<file path="src/rtl/if_fetch.sv">
// Instruction-fetch stage: assembles each 32-bit instruction from four byte reads.
// Optional direct-mapped one-word cache, enabled with `define ICACHE_EN.
module if_fetch #(
    parameter logic [31:0] RESET_PC     = 32'h0000_0000,
    parameter int unsigned ICACHE_LINES = 64
) (
    input  logic        clk,
    input  logic        rst,
    input  logic [5:0]  stall_state,
    input  logic        ex_b_flag_i,
    input  logic [31:0] ex_b_target_i,
    output logic        mem_req_o,
    output logic [31:0] mem_addr_o,
    input  logic        mem_gnt_i,
    input  logic [7:0]  mem_din_i,
    output logic [31:0] if_pc_o,
    output logic [31:0] if_inst_o,
    output logic        stallreq_o
);

    typedef enum logic {FETCH, DONE} state_t;

    state_t      state_q, state_d;
    logic [31:0] pc_q, pc_d;
    logic [31:0] inst_q, inst_d;
    logic [2:0]  issue_cnt_q, issue_cnt_d;
    logic [1:0]  recv_cnt_q, recv_cnt_d;
    logic        inflight_q, inflight_d;
    logic        hit;

    localparam logic [31:0] LINES_VEC = 32'(ICACHE_LINES);
    logic unused_ok;
    assign unused_ok = ^{stall_state[5:2], stall_state[0], LINES_VEC[0]};

`ifdef ICACHE_EN
    localparam int unsigned IDX_W = $clog2(ICACHE_LINES);
    localparam int unsigned TAG_W = 30 - IDX_W;

    logic [ICACHE_LINES-1:0] valid_q;
    logic [TAG_W-1:0]        tag_q  [ICACHE_LINES];
    logic [31:0]             data_q [ICACHE_LINES];
    logic [IDX_W-1:0]        idx;
    logic [TAG_W-1:0]        tag;
    logic                    fill;

    assign idx = pc_q[2 +: IDX_W];
    assign tag = pc_q[31 -: TAG_W];
    // Lookup only on the first cycle of a fetch, before any byte has been issued.
    assign hit = (state_q == FETCH) && (issue_cnt_q == 3'd0) && (recv_cnt_q == 2'd0)
                 && !ex_b_flag_i && valid_q[idx] && (tag_q[idx] == tag);

    always_ff @(posedge clk) begin
        if (rst) begin
            valid_q <= '0;
        end else if (fill) begin
            valid_q[idx] <= 1'b1;
        end
    end

    always_ff @(posedge clk) begin
        if (fill) begin
            tag_q[idx]  <= tag;
            data_q[idx] <= inst_d;
        end
    end
`else
    assign hit = 1'b0;
`endif

    always_comb begin
        state_d     = state_q;
        pc_d        = pc_q;
        inst_d      = inst_q;
        issue_cnt_d = issue_cnt_q;
        recv_cnt_d  = recv_cnt_q;
        inflight_d  = 1'b0;
        mem_req_o   = 1'b0;
        mem_addr_o  = '0;
        if_pc_o     = pc_q;
        if_inst_o   = '0;
        stallreq_o  = 1'b0;
`ifdef ICACHE_EN
        fill        = 1'b0;
`endif
        case (state_q)
            FETCH: begin
                stallreq_o = 1'b1;
                mem_req_o  = !hit && !issue_cnt_q[2];
                if (mem_req_o) begin
                    mem_addr_o = pc_q + {29'b0, issue_cnt_q};
                end
                if (mem_req_o && mem_gnt_i) begin
                    issue_cnt_d = issue_cnt_q + 3'd1;
                    inflight_d  = 1'b1;
                end
`ifdef ICACHE_EN
                if (hit) begin
                    inst_d  = data_q[idx];
                    state_d = DONE;
                end
`endif
                if (inflight_q) begin
                    inst_d[{recv_cnt_q, 3'b000} +: 8] = mem_din_i;
                    recv_cnt_d = recv_cnt_q + 2'd1;
                    if (recv_cnt_q == 2'd3) begin
                        state_d = DONE;
`ifdef ICACHE_EN
                        fill = 1'b1;
`endif
                    end
                end
            end
            DONE: begin
                if_inst_o = inst_q;
                if (!stall_state[1]) begin
                    pc_d        = pc_q + 32'd4;
                    state_d     = FETCH;
                    issue_cnt_d = '0;
                    recv_cnt_d  = '0;
                end
            end
            default: state_d = FETCH;
        endcase

        // Redirect wins over completion, DONE advance and stall hold alike.
        if (ex_b_flag_i) begin
            pc_d        = ex_b_target_i;
            state_d     = FETCH;
            issue_cnt_d = '0;
            recv_cnt_d  = '0;
            inflight_d  = 1'b0;
`ifdef ICACHE_EN
            fill        = 1'b0;
`endif
        end

        if (rst) begin
            mem_req_o  = 1'b0;
            mem_addr_o = '0;
            if_pc_o    = RESET_PC;
            if_inst_o  = '0;
            stallreq_o = 1'b0;
`ifdef ICACHE_EN
            fill       = 1'b0;
`endif
        end
    end

    always_ff @(posedge clk) begin
        if (rst) begin
            state_q     <= FETCH;
            pc_q        <= RESET_PC;
            inst_q      <= '0;
            issue_cnt_q <= '0;
            recv_cnt_q  <= '0;
            inflight_q  <= 1'b0;
        end else begin
            state_q     <= state_d;
            pc_q        <= pc_d;
            inst_q      <= inst_d;
            issue_cnt_q <= issue_cnt_d;
            recv_cnt_q  <= recv_cnt_d;
            inflight_q  <= inflight_d;
        end
    end

endmodule
</file>
<file path="config.mk">
export PLATFORM = sky130hd
export DESIGN_NAME = if_fetch
export DESIGN_NICKNAME = d
export VERILOG_FILES = /design/src/rtl/if_fetch.sv
export SDC_FILE = /design/constraint.sdc
export NUM_CORES = 1
export LEC_CHECK = 0
export ABC_AREA = 1
export CORE_MARGIN = 1
export CORE_UTILIZATION = 33
export DETAILED_ROUTE_END_ITERATION = 8
export GPL_ROUTABILITY_DRIVEN = 0
export GPL_TIMING_DRIVEN = 1
export SETUP_SLACK_MARGIN = 0.2
export SYNTH_ARGS = -nofsm -noshare
export SYNTH_HDL_FRONTEND = slang
export SYNTH_SLANG_ARGS = --single-unit
</file>
<file path="constraint.sdc">
create_clock -name clk -period 2.1 [get_ports clk]
set_input_delay 0.42 -clock clk [delete_from_list [all_inputs] [get_ports clk]]
set_output_delay 0.42 -clock clk [all_outputs]
set_load 0.03 [all_outputs]
</file>
==> results_dict.tcl <==
set metrics [dict create \
    status "finished, violations left" \
    failed_checks "negative setup slack" \
    grt_max_degree 38 \
    fmax_mhz 366 \
    insertedDiodeCount 0 \
    hold_class "reg -> reg" \
    antenna_found_initial 0 \
    synth_cells 853 \
    min_to "inst_q[11]" \
    power.leakage_nw 3.30 \
    antenna_left 0 \
    met1_usage 0.285 \
    layout_common_cells "196 x nand2_1, 133 x nor2_1, 93 x inv_1" \
    cts_tree "built" \
    cap_violations 0 \
    rsz0062_at_grt "true" \
    area_growth_pct 60.1 \
    via_per_inst 4.91 \
    drive_gt1_frac 0.299 \
    grt_usage 0.237 \
    syn-mean-instance-area_sq_um 5.82 \
    final_common_cell "nand2_1" \
    critPathCaptureType "primary output" \
    final.min_clock_period_ns 2.73 \
    crit_type "reg -> out" \
    vias 6102 \
    layoutNonFillerInstCount 1244 \
    rows 44 \
    r2r_cells 10 \
    finalWorstSetupSlack_ns -0.631 \
    gr-total-overflow 0 \
    drt_iter0_drc 342 \
    ys_seq_area_frac 0.286 \
    finalPower_w 0.00364 \
    finalSetupViolCount 30 \
    grt_pass1_wl_mm 29.6 \
    top_usage_layer "met2" \
    fin_crit_sh 1.30 \
    wirelength_mm 18.4 \
    synth_compound_area_frac 0.153 \
    design_area_sq_um 7950 \
    core_sq_um 14600 \
    worst_pin_slew_ns 0.461 \
    synth-seq-cells 71 \
    worstSkewPairLatency_ns 0.35 \
    synth-simple-area-share 0.420 \
    r2r-end "pc_q[26]" \
    skew_ns 0.00253 \
    htree_levels 3 \
    initial_core_util 0.341 \
    ir_drop_uv 330 \
    r2r_slack_ns 0.39 \
    dieArea_sq_um 15600 \
    synthAdderAreaFrac 0.0292 \
    clockRootBuffer "clkbuf_16" \
    cp.arrival_ns 2.31 \
    fin_nets 1116 \
    clock_sinks 71 \
    powerDensity_nw_per_um2 458 \
    drc_errors 0 \
    grt_pass1_vias 5865 \
    syn-cell-area_sq_um 4970 \
    whs_path_depth 2 \
    cts_buffer_depth 2 \
    dpl-instance-area_sq_um 7330 \
    ys_warn_count 0 \
    r2r-start "pc_q[2]" \
    grt_use_met2 0.408 \
    post_drt_wl_per_cell_um 14.8 \
    fillers 1472 \
    die_x_um 125 \
    pre_cts_slack_ns -0.361 \
    numPlacedInstances 1214 \
    port_buffers 142 \
    final_core_util 0.545 \
    synth_top_family_by_area "simple AND/OR/NAND/NOR gates" \
    yosys.area_share.xor_xnor 0.00353 \
    hold_viol_final 0 \
    cp_max_fo 6 \
    dp_hpwl_mm 13.7 \
    synthesis.nets 914 \
    synth.distinct_cells 33 \
    gr-usage-met3 0.0576 \
    cts_buffers 9 \
    critPathRequiredTime_ns 1.68 \
    relSlewSlack 0.692 \
    startpoint_type "flop" \
    clk_pin_slew_worst_paths_ns 0.06 \
    synth_mux_area_frac 0 \
    die_h_um 125 \
    hp-start "inst_q[11]" \
    finalMaxSlewViolations 0 \
    dr.pass1.iters 6 \
    io_pins 148 \
]
metrics by stage:
step                setup TNS, ns  hold slack [ns]
detailed placement          -3.84            0.458
CTS                        -13.34            0.468
global placement            -3.23            0.456
finish                     -13.25            0.472
global route               -16.09            0.502
floorplan                   -1.47            0.438
flip-flops by register name, indices dropped and copies added (netlist names):
| name | count |
|---|---|
| recv_cnt_q | 2 |
| pc_q | 32 |
| state_q | 1 |
| inflight_q | 1 |
| issue_cnt_q | 3 |
| inst_q | 32 |
Yosys cell counts:
cell type,instances,share of area
o21ai_1,6,0.0060
o22ai_1,6,0.0076
buf_4,3,0.0045
buf_2,8,0.0081
buf_1,2,0.0015
a22oi_1,2,0.0030
a21oi_1,57,0.057
o211ai_1,1,0.0015
nand2_2,7,0.0088
a31oi_1,8,0.010
fa_1,1,0.0040
nand4_1,12,0.015
dfxtp_1,71,0.29
xor2_1,2,0.0035
clkbuf_2,1,0.0010
inv_2,8,0.0060
o21a_1,1,0.0015
clkbuf_1,18,0.014
o311a_1,1,0.0020
nand2_4,1,0.0023
a32o_1,1,0.0020
a211oi_1,2,0.0030
inv_1,98,0.074
nor4_1,1,0.0013
nor3_1,8,0.0081
ha_1,10,0.025
nor2_2,16,0.020
nand3_1,68,0.068
o21ai_0,58,0.058
nor2_8,1,0.0040
nor2_1,155,0.12
nand2_1,213,0.16
nor2_4,6,0.014
kinds of logic (layout without fill, tap and decap cells):
group / after synthesis / count (layout)
simple gates: 488 / 488
flops: 71 / 71
fa+ha+maj: 11 / 11
buf+inv: 138 / 345
compound gates: 143 / 143
xor+xnor: 2 / 2
power breakdown:
part           internal (W)  switching [W]  total (W)
sequential          0.00139      0.0000496    0.00144
clock              0.000806       0.000649    0.00146
combinational      0.000312       0.000431   0.000743
total               0.00251        0.00113    0.00364
area by class of cell:
| type | count | area [sq um] | share of cell area |
|---|---|---|---|
| Timing Repair Buffer | 223 | 2060 | 0.259 |
| Sequential cell | 71 | 1430 | 0.180 |
| Multi-Input combinational cell | 644 | 3560 | 0.448 |
| Clock inverter | 6 | 45.0 | 0.00566 |
| Tap cell | 184 | 230 | 0.0289 |
| Clock buffer | 10 | 229 | 0.0288 |
| Inverter | 106 | 400 | 0.0503 |
per-layer routing:
layer  vias to the layer above  share of wire  routed length (um)
met1                      2732           0.43                7870
met5                         -              0                   0
met2                       203           0.48                8820
li1                       3135              -                   -
met3                        32          0.072                1330
met4                         0          0.023                 416
worst max-delay path by stage:
stage              startpoint              to  slack, ns  cells after the start
2_1_floorplan  issue_cnt_q[0]  mem_addr_o[26]      -0.19                     12
3_3_place_gp          pc_q[0]  mem_addr_o[30]      -0.33                     13
3_5_place_dp          pc_q[0]  mem_addr_o[30]      -0.36                     13
4_1_cts               pc_q[0]  mem_addr_o[30]      -0.66                     12
5_1_grt               pc_q[0]  mem_addr_o[26]      -0.76                     13
6_report              pc_q[0]  mem_addr_o[26]      -0.63                     13
critical path: stages (launching register included):
cell and delay, ns:
dfxtp_2 0.36, ha_4 0.14, inv_2 0.04, fa_2 0.35, inv_2 0.08, nand2_4 0.05, a21oi_4 0.16, nand2_4 0.13
nor2_4 0.18, buf_4 0.14, nand3_1 0.06, nand2_1 0.11, nor2_4 0.04, buf_6 0.13
timing repair:
item | CTS | global route
pin swaps | 21 | 9
setup endpoints to repair | 84 | 80
hold buffers | 0 | 0
gates cloned | 1 | 1
gates resized for setup | 155 | 82
buffers inserted | 10 | 2
Power figures use the tool's default switching activity.
